## src/rtl/uart_pkg.sv

```systemverilog
//==============================================================================
// Module : uart_pkg
// Brief  : State encoding and default bit timing shared by the UART RX and TX.
// Rev    : 1.0
//==============================================================================
`default_nettype none

package uart_pkg;

    typedef enum logic [1:0] {
        IDLE  = 2'b00,
        START = 2'b01,
        DATA  = 2'b10,
        STOP  = 2'b11
    } uart_state_t;

    // 9600 baud from a 100 MHz clock
    localparam int c_DEFAULT_CLKS_PER_BIT = 10417;
    localparam int c_CNT_W                = 15;

endpackage

`default_nettype wire

```

## src/rtl/uart_rx_sync.sv

```systemverilog
//==============================================================================
// Module : uart_rx_sync
// Brief  : Two-flop synchronizer for the serial line; resets to the idle level.
// Rev    : 1.0
//==============================================================================
`default_nettype none

module uart_rx_sync (
    input  logic clk,
    input  logic rst,
    input  logic din,
    output logic dout
);

    logic r_meta;
    logic r_sync;

    always_ff @(posedge clk or posedge rst) begin
        if (rst) begin
            r_meta <= 1'b1;
            r_sync <= 1'b1;
        end else begin
            r_meta <= din;
            r_sync <= r_meta;
        end
    end

    assign dout = r_sync;

endmodule

`default_nettype wire

```

## src/rtl/uart_recv.sv

```systemverilog
//==============================================================================
// Module : uart_recv
// Brief  : 8N1 UART receiver, mid-bit sampling, one-cycle valid/frame_err.
// Rev    : 1.0
//==============================================================================
`default_nettype none

module uart_recv
    import uart_pkg::*;
#(
    parameter int CLKS_PER_BIT = c_DEFAULT_CLKS_PER_BIT
) (
    input  logic       clk,
    input  logic       rst,
    input  logic       din,
    output logic [7:0] data,
    output logic       valid,
    output logic       frame_err,
    output logic       busy
);

    localparam logic [c_CNT_W-1:0] c_BIT_LAST  = c_CNT_W'(CLKS_PER_BIT - 1);
    localparam logic [c_CNT_W-1:0] c_HALF_LAST = c_CNT_W'(CLKS_PER_BIT / 2 - 1);

    logic               w_rx_s;
    logic               r_rx_prev;
    uart_state_t        r_state;
    logic [c_CNT_W-1:0] r_cnt;
    logic [2:0]         r_idx;
    logic [7:0]         r_shift;
    logic [7:0]         r_data;
    logic               r_valid;
    logic               r_ferr;

    uart_rx_sync u_sync (
        .clk  (clk),
        .rst  (rst),
        .din  (din),
        .dout (w_rx_s)
    );

    always_ff @(posedge clk or posedge rst) begin
        if (rst) begin
            r_rx_prev <= 1'b1;
            r_state   <= IDLE;
            r_cnt     <= '0;
            r_idx     <= '0;
            r_shift   <= '0;
            r_data    <= '0;
            r_valid   <= 1'b0;
            r_ferr    <= 1'b0;
        end else begin
            r_rx_prev <= w_rx_s;
            r_valid   <= 1'b0;
            r_ferr    <= 1'b0;
            case (r_state)
                IDLE: begin
                    r_cnt <= '0;
                    r_idx <= '0;
                    // Only a true falling edge starts a frame; a line that stays low does not
                    if (r_rx_prev && !w_rx_s) begin
                        r_state <= START;
                    end
                end
                START: begin
                    if (r_cnt == c_HALF_LAST) begin
                        r_cnt   <= '0;
                        r_idx   <= '0;
                        r_state <= w_rx_s ? IDLE : DATA;
                    end else begin
                        r_cnt <= r_cnt + 1'b1;
                    end
                end
                DATA: begin
                    if (r_cnt == c_BIT_LAST) begin
                        r_shift[r_idx] <= w_rx_s;
                        r_cnt          <= '0;
                        r_idx          <= r_idx + 3'd1;
                        if (r_idx == 3'd7) begin
                            r_state <= STOP;
                        end
                    end else begin
                        r_cnt <= r_cnt + 1'b1;
                    end
                end
                STOP: begin
                    // Leave at mid-stop so a start bit with no idle gap is still seen
                    if (r_cnt == c_BIT_LAST) begin
                        r_cnt   <= '0;
                        r_state <= IDLE;
                        if (w_rx_s) begin
                            r_data  <= r_shift;
                            r_valid <= 1'b1;
                        end else begin
                            r_ferr <= 1'b1;
                        end
                    end else begin
                        r_cnt <= r_cnt + 1'b1;
                    end
                end
                default: r_state <= IDLE;
            endcase
        end
    end

    assign data      = r_data;
    assign valid     = r_valid;
    assign frame_err = r_ferr;
    assign busy      = (r_state != IDLE);

endmodule

`default_nettype wire

```

## config.mk

```make
export PLATFORM = sky130hd
export DESIGN_NAME = uart_recv
export DESIGN_NICKNAME = d
export VERILOG_FILES = /design/src/rtl/uart_pkg.sv /design/src/rtl/uart_rx_sync.sv /design/src/rtl/uart_recv.sv
export SDC_FILE = /design/constraint.sdc
export NUM_CORES = 1
export LEC_CHECK = 0
export ABC_AREA = 1
export BUFFER_PORTS_ARGS = -buffer_cell sky130_fd_sc_hd__buf_2
export CAP_MARGIN = 10
export CORE_UTILIZATION = 63
export DETAILED_ROUTE_END_ITERATION = 10
export GPL_TIMING_DRIVEN = 0
export PLACE_DENSITY_LB_ADDON = 0.25
export SLEW_MARGIN = 20
export SYNTH_ARGS = -nofsm -noshare
export SYNTH_HDL_FRONTEND = slang
export SYNTH_SLANG_ARGS = --single-unit
```

## constraint.sdc

```tcl
create_clock -name clk -period 3.16 [get_ports clk]
set_clock_uncertainty 0.1 [all_clocks]
set_input_delay 0.158 -clock clk [delete_from_list [all_inputs] [get_ports clk]]
set_output_delay 0.158 -clock clk [all_outputs]
set_load 0.02 [all_outputs]
```

# Word-level counts from Yosys, hierarchy flattened
# Cells that the tools add are included.
# word_totals
input_bits,3
out_inout_bits,11
regBits,41
# op_classes
n_lt_le_gt_ge,2
reduce_logical,11
mux,22
n_addsub,2
n_eq_ne,11
# ops
cell,n
$pmux W15 S3,1
$mux W15,2
$add A15 B1 Y15 const B,1
$eq A15 B13 Y1 const B,1
$eq A15 B14 Y1 const B,1
$mux W2,6
$ne A2 B2 Y1 const B,5
$pmux W3 S3,1
$bwmux W8,1
$pmux W2 S4,1
$mux W1,7
$mux W3,2
$reduce_and A3 Y1,2
$reduce_and A5 Y1,1
$eq A2 B2 Y1 const B,2
$lt A3 B4 Y1 const B,1
$add A3 B1 Y3 const B,1
$demux W1 S3,1
$eq A3 B3 Y1 const B,1
$ge A3 B1 Y1 const B,1
$reduce_bool A3 Y1,1
$eq A2 B1 Y1 const B,1
$logic_and A1 B1 Y1,2
$logic_not A2 Y1,1
other kinds (4),4

# Logic depth before layout (Yosys ltp)
# Gate-level depths: netlist of run 1.
# depth
depth_word,5
depth_mapped,12
mapped_depth_nobuf,12

# Hierarchy
# A second synthesis of run 1 with hierarchy kept.
# unflattened
cells_unflattened,252
area_unflattened_um2,2028.2
# by_module_without_submodules
mod,n_inst,seq_area_each_um2,area_each_um2,cells_each
uart_recv,1,977.2,1971.9,249
uart_rx_sync,1,52.6,56.3,3

# Worst setup path after synthesis of run 1
# Ideal clock, no wire load.
# synth_path
path_type,register to register
from,register r_cnt[0]
to,"register r_data[0], in the netlist data[0]"
setup_ps,73
setup_slack_ps,1552
n_path_buf,1
t_arrival_ps,1435
path_stages_with_launch,12
synth_period_minus_slack_ps,1608
path_cell_list,dfrtp_1 inv_1 ha_1 nand2_1 inv_1 nand2_1 nor2_1 nand2_2 nor3_4 buf_6 nor2_1 a21oi_2
# synth_via
elab_chain_len,2
# synth_lines
item,line,text
from (decl),uart_recv.sv:28,logic [c_CNT_W-1:0] r_cnt;
from (signal assigned),uart_recv.sv:71,r_cnt <= r_cnt + 1'b1;
from (signal assigned),uart_recv.sv:83,r_cnt <= r_cnt + 1'b1;
from (signal assigned),uart_recv.sv:98,r_cnt <= r_cnt + 1'b1;
$eq A15 B14 Y1,uart_recv.sv:88,if (r_cnt == c_BIT_LAST) begin
$reduce_and A3 Y1 (no source line),-,
to (signal assigned),uart_recv.sv:92,r_data <= r_shift;
to (decl),uart_recv.sv:31,logic [7:0] r_data;
# Every way passes these cells.
# A chain may end at the register's enable or synchronous reset.

# Worst setup path in the final report of run 1
# layout_path
from,register r_cnt[0]
to,register r_cnt[8]
# layout_via
elab_chain_len,3
elab_cells_between_ends,6
classes_between,1 x add/sub; 2 x eq/ne; 3 x mux
# layout_lines
item,line,text
"$add A15 B1 Y15, or another cell as far along","uart_recv.sv:71, uart_recv.sv:83, uart_recv.sv:98",
"$mux W15, on equally long branches","uart_recv.sv:75, uart_recv.sv:88, uart_recv.sv:66",
$pmux W15 S3 (*),uart_recv.sv:56,case (r_state)
# Every way passes the cells marked *; elsewhere a longest branch is shown, timed or not.

==> results of run 1 <==
[placed cells by master, fill, tap and decap left out, drive strengths merged]
cell type | Yosys | routed
xor2 | 1 | 1
clkinv | 0 | 1
bufinv | 0 | 1
inv | 39 | 39
nand3 | 13 | 13
o21ai | 17 | 17
ha | 4 | 4
nor3b | 2 | 2
a21oi | 17 | 17
nor3 | 13 | 13
a31oi | 1 | 1
nand4 | 7 | 7
buf | 2 | 16
nand2 | 51 | 51
nor2 | 39 | 39
clkbuf | 1 | 7
and2 | 1 | 1
dfrtp | 38 | 38
dfstp | 3 | 3
dlygate4sd3 | 0 | 2
[through the flow]
stage	worst slack [ns]	util, %	instance area [sq um]
after floorplan	1.55	-	2010
after global placement	1.37	69.8	2130
after detailed placement	1.35	70.7	2160
after CTS	1.32	73.9	2260
after global routing	1.12	73.9	2260
final	1.33	73.9	2260
[final timing paths]
path | start | endpoint | depth (start not counted)
max in group asynchronous | rst | r_shift[2] | 4
worst max-delay path | r_cnt[0] | r_cnt[8] | 11
min in group clk | u_sync.r_meta | u_sync.dout | 0
worst max register to register | r_cnt[0] | r_cnt[8] | 11
worst min-delay path | rst | r_cnt[2] | 3
worst min register to register | u_sync.r_meta | u_sync.dout | 0
[cell families after synthesis]
| logic type | Yosys count | synth area share (%) |
|---|---|---|
| compound gates | 35 | 9.14 |
| xor+xnor | 1 | 0.435 |
| simple gates | 126 | 28.2 |
| flops | 41 | 51.2 |
| buf+inv | 42 | 8.58 |
| fa+ha+maj | 4 | 2.49 |
[state kept, by name (all words and copies together), names as in the netlist, named ones only]
name / cells
frame_err: 1
r_state: 1
u_sync.r_meta: 1
data: 8
r_shift: 8
r_cnt: 15
u_sync.dout: 1
r_rx_prev: 1
valid: 1
r_idx: 3
[layout make-up]
| class | count | share of cell area [%] |
|---|---|---|
| timing repair buffer | 16 | 4.99 |
| tap | 44 | 2.44 |
| sequential | 41 | 45.6 |
| buffer | 3 | 1.16 |
| inverter | 39 | 6.49 |
| multi-input combinational | 166 | 35.9 |
| clock buffer | 6 | 1.83 |
| clock inverter | 2 | 1.55 |
[what timing repair did]
item / in CTS / in global routing
endpoints found under the hold margin: 17 / 0
endpoints found under the setup margin: 0 / 0
setup buffers: 0 / 0
hold buffers: 2 / 0
[report_power, final]
group          total, mW  internal, mW  leakage (nW)  switching [mW]
logic              0.278        0.0855         0.477           0.193
clock network      0.332         0.166        0.0422           0.166
registers          0.592         0.559         0.555          0.0337
[routing by layer]
layer	global-route usage, %	wire [um]	vias up	part of all wire (%)
met2	38.9	1620	37	45
met3	7.25	157	6	4.3
li1	-	-	843	-
met1	33.2	1810	738	50
met4	8.16	44	0	1.2
met5	0	0	-	0
[critical path: stages, from the launching register on]
cell                      delay (ns)
sky130_fd_sc_hd__dfrtp_1        0.42
sky130_fd_sc_hd__inv_1          0.07
sky130_fd_sc_hd__ha_1           0.16
sky130_fd_sc_hd__nand2_1        0.05
sky130_fd_sc_hd__inv_1          0.05
sky130_fd_sc_hd__nand2_1        0.05
sky130_fd_sc_hd__nor2_1         0.11
sky130_fd_sc_hd__nand2_2        0.10
sky130_fd_sc_hd__nand2_1        0.10
sky130_fd_sc_hd__nand2_2        0.14
sky130_fd_sc_hd__inv_1          0.26
sky130_fd_sc_hd__nor3_1         0.08
==> flow_summary.ini, run 1 <==
[cells_and_area]
layout.filler_cells = 252
flow.area_growth_from_synthesis_pct = 12.1
layout-drive-gt1-share_pct = 13.9
count_of_non_filler_cells_in_the_finished_layout = 317
diodes = 0
layout.area.seq_sq_um = 1030
multi_input_area_sq_um = 810
num-nets-final = 279

[synthesis]
synth_area_per_cell_sq_um = 8.08
post_synth_num_cell_types = 24
share_of_flip_flops_with_an_asynchronous_set_or_reset_after_synthesis_pct = 100
yosysWarningCount = 0
ys_seq_elements = 41
mappedNetlistArea_sq_um = 2010
syn_nets = 256
post-synth-top-count-cell = sky130_fd_sc_hd__nand2_1
synth_common_cells = sky130_fd_sc_hd__nand2_1, sky130_fd_sc_hd__dfrtp_1, sky130_fd_sc_hd__inv_1, sky130_fd_sc_hd__nor2_1, sky130_fd_sc_hd__o21ai_0
synth.top_cells.by_area = sky130_fd_sc_hd__dfrtp_1, sky130_fd_sc_hd__nand2_1, sky130_fd_sc_hd__inv_1
seq_area_frac_synth_pct = 51.2
synth_cells = 249
synth_largest_type_area_fraction_pct = 47.3
synthFlopType = sky130_fd_sc_hd__dfrtp_1
synth_enable_flop_cells = 0
netlist.top_cell.by_area = sky130_fd_sc_hd__dfrtp_1

[routing]
viasPerCell = 5.12
drtIter0Drc = 83
wire_per_inst_um = 11.5
number_of_routed_nets_with_antenna_violations = 0
first_pass_iters = 4
drt_wl_total_mm = 3.64
vias = 1624
post-route-drc-count = 0

[timing]
report.final.slew_viol_count = 0
actual_transition_at_the_worst_max_transition_pin_ns = 0.421
layout_min_cycle_time_ns = 1.83
fin_setup_tns_ns = 0
layout_worst_path_cycle_share_pct = 57.9
final-hold-violation-count = 0
finalSetupViolations = 0
whs_ns = 0.236
max_freq_ghz = 0.546
rsz_0062_raised_after_global_routing = false
maxSlewHeadroom_pct = 71.7

[global_route]
track_usage_pct = 24.7
grt_max_degree = 26
grt_overflow_total = 0
first_global_vias = 1501
wire_length_of_the_first_global_routing_pass_mm = 6.30
antenna_found_initial = 0

[die]
dieHeight_um = 58.5
starting_utilization_of_the_core_area_pct = 65.9
design.portCount = 14
fp.coreArea_sq_um = 3050
floorplan.die.width_um = 58.5
die_area_sq_um = 3420
row_count = 20

[power_and_ir_drop]
power.density_nw_per_um2 = 533
post-layout-total-power_mw = 1.20
max-vdd-ir-drop_uv = 428
power_leakage_nw = 1.07

[placed_design]
io_buffer_count = 13
placed_instances = 307
place_congestion = 0.909
post-dp-hpwl_mm = 2.66

[worst_setup_path]
cp-start-kind = flop
cp.required_ns = 3.28
ff2ff_setup_slack_ns = 1.33
path_class = flop to flop
crit_path_max_fanout = 10
arrival_ns = 1.95
worstSetupEndpointType = flop

[clock_tree]
cts_made_buffers = 5
clock-sinks = 41
clk_latency_ns = 0.36
ctsLongestPathBuffers = 2
ctsResizeCount = 0
cts_root_buffer = sky130_fd_sc_hd__clkbuf_4
tritoncts_clock_tree = yes
clk_pin_slew_worst_paths_ns = 0.11
cts-htree-levels = 2

[status]
run_status = complete, no violations

[min_path]
hold_path_class = input pin to async pin

[flow_run]
max_cap_viol_count = 0
No activity file was read; power rests on OpenSTA's default activity.
==> run 2, diff against run 1 <==
--- a/config.mk
+++ b/config.mk
@@ -8,7 +8,7 @@
 export ABC_AREA = 1
 export BUFFER_PORTS_ARGS = -buffer_cell sky130_fd_sc_hd__buf_2
 export CAP_MARGIN = 10
-export CORE_UTILIZATION = 63
+export CORE_UTILIZATION = 59
 export DETAILED_ROUTE_END_ITERATION = 10
 export GPL_TIMING_DRIVEN = 0
 export PLACE_DENSITY_LB_ADDON = 0.25
==> constraint.sdc (replaced) <==
create_clock -name clk -period 1.8 [get_ports clk]
set_clock_uncertainty 0.1 [all_clocks]
set_input_delay 0.09 -clock clk [delete_from_list [all_inputs] [get_ports clk]]
set_output_delay 0.09 -clock clk [all_outputs]
set_load 0.02 [all_outputs]
==> flow_summary.ini, run 2 (synthesis gave the netlist of run 1 again) <==
[global_route]
grt_max_degree = 28
track_usage_pct = 26.0
first_global_vias = 1610
wire_length_of_the_first_global_routing_pass_mm = 6.79
antenna_found_initial = 0
grt_overflow_total = 0

[die]
starting_utilization_of_the_core_area_pct = 63.8
design.portCount = 14
fp.coreArea_sq_um = 3150
dieHeight_um = 60.4
row_count = 20
floorplan.die.width_um = 60.4
die_area_sq_um = 3650

[clock_tree]
clk_pin_slew_worst_paths_ns = 0.12
cts_root_buffer = sky130_fd_sc_hd__clkbuf_4
clk_latency_ns = 0.35
cts-htree-levels = 2
clock-sinks = 41
cts_made_buffers = 5
ctsLongestPathBuffers = 2
tritoncts_clock_tree = yes

[worst_setup_path]
critical_path.max_stage_delay_ns = 0.43
crit_path_max_fanout = 4
critPathSlowestCell = sky130_fd_sc_hd__dfrtp_1
path_class = flop to flop
cp_cell_sequence = inv_1 > ha_2 > nand2_1 > inv_1 > nand2_2 > nor2_2 > nand2_2 > nor3_4 > buf_6 > buf_6 > nor2_4 > a21oi_2
arrival_ns = 2.01
worstSetupEndpointType = flop
cp-start-kind = flop
critical_path.n_buffers_inverters = 4
critPathTopFamily = simple AND/OR/NAND/NOR gates
cp.required_ns = 1.98

[placed_design]
place_congestion = 0.840
io_buffer_count = 13
post-dp-hpwl_mm = 2.78
place_worst_setup_slack_ns = -0.0333
dpl_cell_area_sq_um = 2150

[cells_and_area]
layout_commonest_cell = sky130_fd_sc_hd__nand2_1
multi_input_area_sq_um = 901
largest_register_ff_count = 15
mostFrequentLayoutCells = sky130_fd_sc_hd__nand2_1, sky130_fd_sc_hd__dfrtp_1, sky130_fd_sc_hd__inv_1, sky130_fd_sc_hd__nor2_1
top_register = r_cnt
fin_util_pct = 76.4
layout-drive-gt1-share_pct = 24.0
diodes = 0
num-nets-final = 285
layout.area.seq_sq_um = 1030
layout.filler_cells = 227
flow.area_growth_from_synthesis_pct = 19.8
design_area_sq_um = 2410

[timing]
maxSlewHeadroom_pct = 74.4
fin_setup_tns_ns = -0.175
rsz_0062_raised_after_global_routing = true
final-hold-violation-count = 0
actual_transition_at_the_worst_max_transition_pin_ns = 0.384
finalSetupViolations = 9
layout_worst_path_cycle_share_pct = 102
post-route-worst-setup-slack_ns = -0.0341
max_freq_ghz = 0.545
layout_min_cycle_time_ns = 1.83
report.final.slew_viol_count = 0

[routing]
drt_wl_total_mm = 4.25
viasPerCell = 5.22
wire_per_inst_um = 13.2
vias = 1687
post-route-drc-count = 0
number_of_routed_nets_with_antenna_violations = 0
first_pass_iters = 4
drtIter0Drc = 128

[power_and_ir_drop]
comb_power_share_pct = 25.9
power.sequential.fraction_pct = 46.5
power.density_nw_per_um2 = 932
switchingPower_uw = 756
clkPwrFrac_pct = 27.6
max-vdd-ir-drop_uv = 996
netSwitchingFraction_pct = 33.6
power_leakage_nw = 1.13
post-layout-total-power_mw = 2.25
cellInternalPower_mw = 1.49

[min_path]
hold_path_class = input pin to async pin

[flow_run]
max_cap_viol_count = 0

[status]
failed_checks = negative setup slack
run_status = finished with violations
==> run 2: cell count changes in the layout (fill, tap and decap cells not counted), moves of 3 or more <==
cell,previous run,this run
sky130_fd_sc_hd__nor2_2,1,10
sky130_fd_sc_hd__o21ai_0,17,13
sky130_fd_sc_hd__a21oi_1,15,11
sky130_fd_sc_hd__o21ai_1,0,4
sky130_fd_sc_hd__nor2_1,37,24
sky130_fd_sc_hd__buf_4,0,3
sky130_fd_sc_hd__nor2_4,1,5
sky130_fd_sc_hd__a21oi_2,2,6
sky130_fd_sc_hd__buf_6,2,5
==> run 2: layout make-up <==
type                            count  area share (%)
Multi-Input combinational cell    166            37.4
Clock inverter                      1            1.25
Inverter                           39            6.28
Clock buffer                        7            2.28
Tap cell                           44            2.28
Sequential cell                    41            42.7
Timing Repair Buffer               22            6.70
Buffer                              3            1.09
==> run 2: through the flow <==
stage          hold slack, ns  instances
2_1_floorplan        -0.00552        249
3_3_place_gp           0.0956        306
3_5_place_dp          -0.0298        307
4_1_cts                 0.140        322
5_1_grt                 0.167        323
6_report                0.128        323
==> run 2: layer usage <==
layer  up-vias  routed length [um]  share of wire [%]  GRT usage [%]
li1        853                   -                  -              -
met1       791                1920                 45           32.3
met2        39                2130                 50           41.9
met3         4                 157                3.7           8.53
met4         0                  38               0.89           11.0
met5         -                   0                  0              0
==> run 2: power groups by stage <==
| stage | logic (mW) | registers [mW] | clock network [mW] |
|---|---|---|---|
| 2_1_floorplan | 0.369 | 1.04 | 0 |
| 3_5_place_dp | 0.482 | 1.06 | 0 |
| 6_report | 0.581 | 1.05 | 0.621 |
| 3_3_place_gp | 0.461 | 1.05 | 0 |
| 5_1_grt | 0.650 | 1.05 | 0.672 |
| 4_1_cts | 0.525 | 1.04 | 0.623 |
==> run 2: worst paths after layout <==
| kind | start | endpoint | slack, ns | depth (start not counted) |
|---|---|---|---|---|
| max | r_cnt[0] | data[7] | -0.03 | 12 |
| min | rst | r_cnt[0] | 0.13 | 3 |
| max reg2reg | r_cnt[0] | data[7] | -0.03 | 12 |
| min reg2reg | u_sync.r_meta | u_sync.dout | 0.27 | 0 |
| max in group asynchronous | rst | r_rx_prev | 0.96 | 4 |
| min in group clk | u_sync.r_meta | u_sync.dout | 0.27 | 0 |
==> run 2: what timing repair did <==
action                                  4_1_cts  5_1_grt
buffers inserted                              4        1
endpoints found under the hold margin        39        0
endpoints found under the setup margin       19       37
resized for setup                            17       22
hold buffers                                  2        0
pin swaps                                     6        4
cloned                                        1        0
==> run 2: tightest hold or removal path: stages <==
cell                            delay (ns)
sky130_fd_sc_hd__dlygate4sd3_1        0.53
sky130_fd_sc_hd__buf_2                0.12
sky130_fd_sc_hd__inv_2                0.25
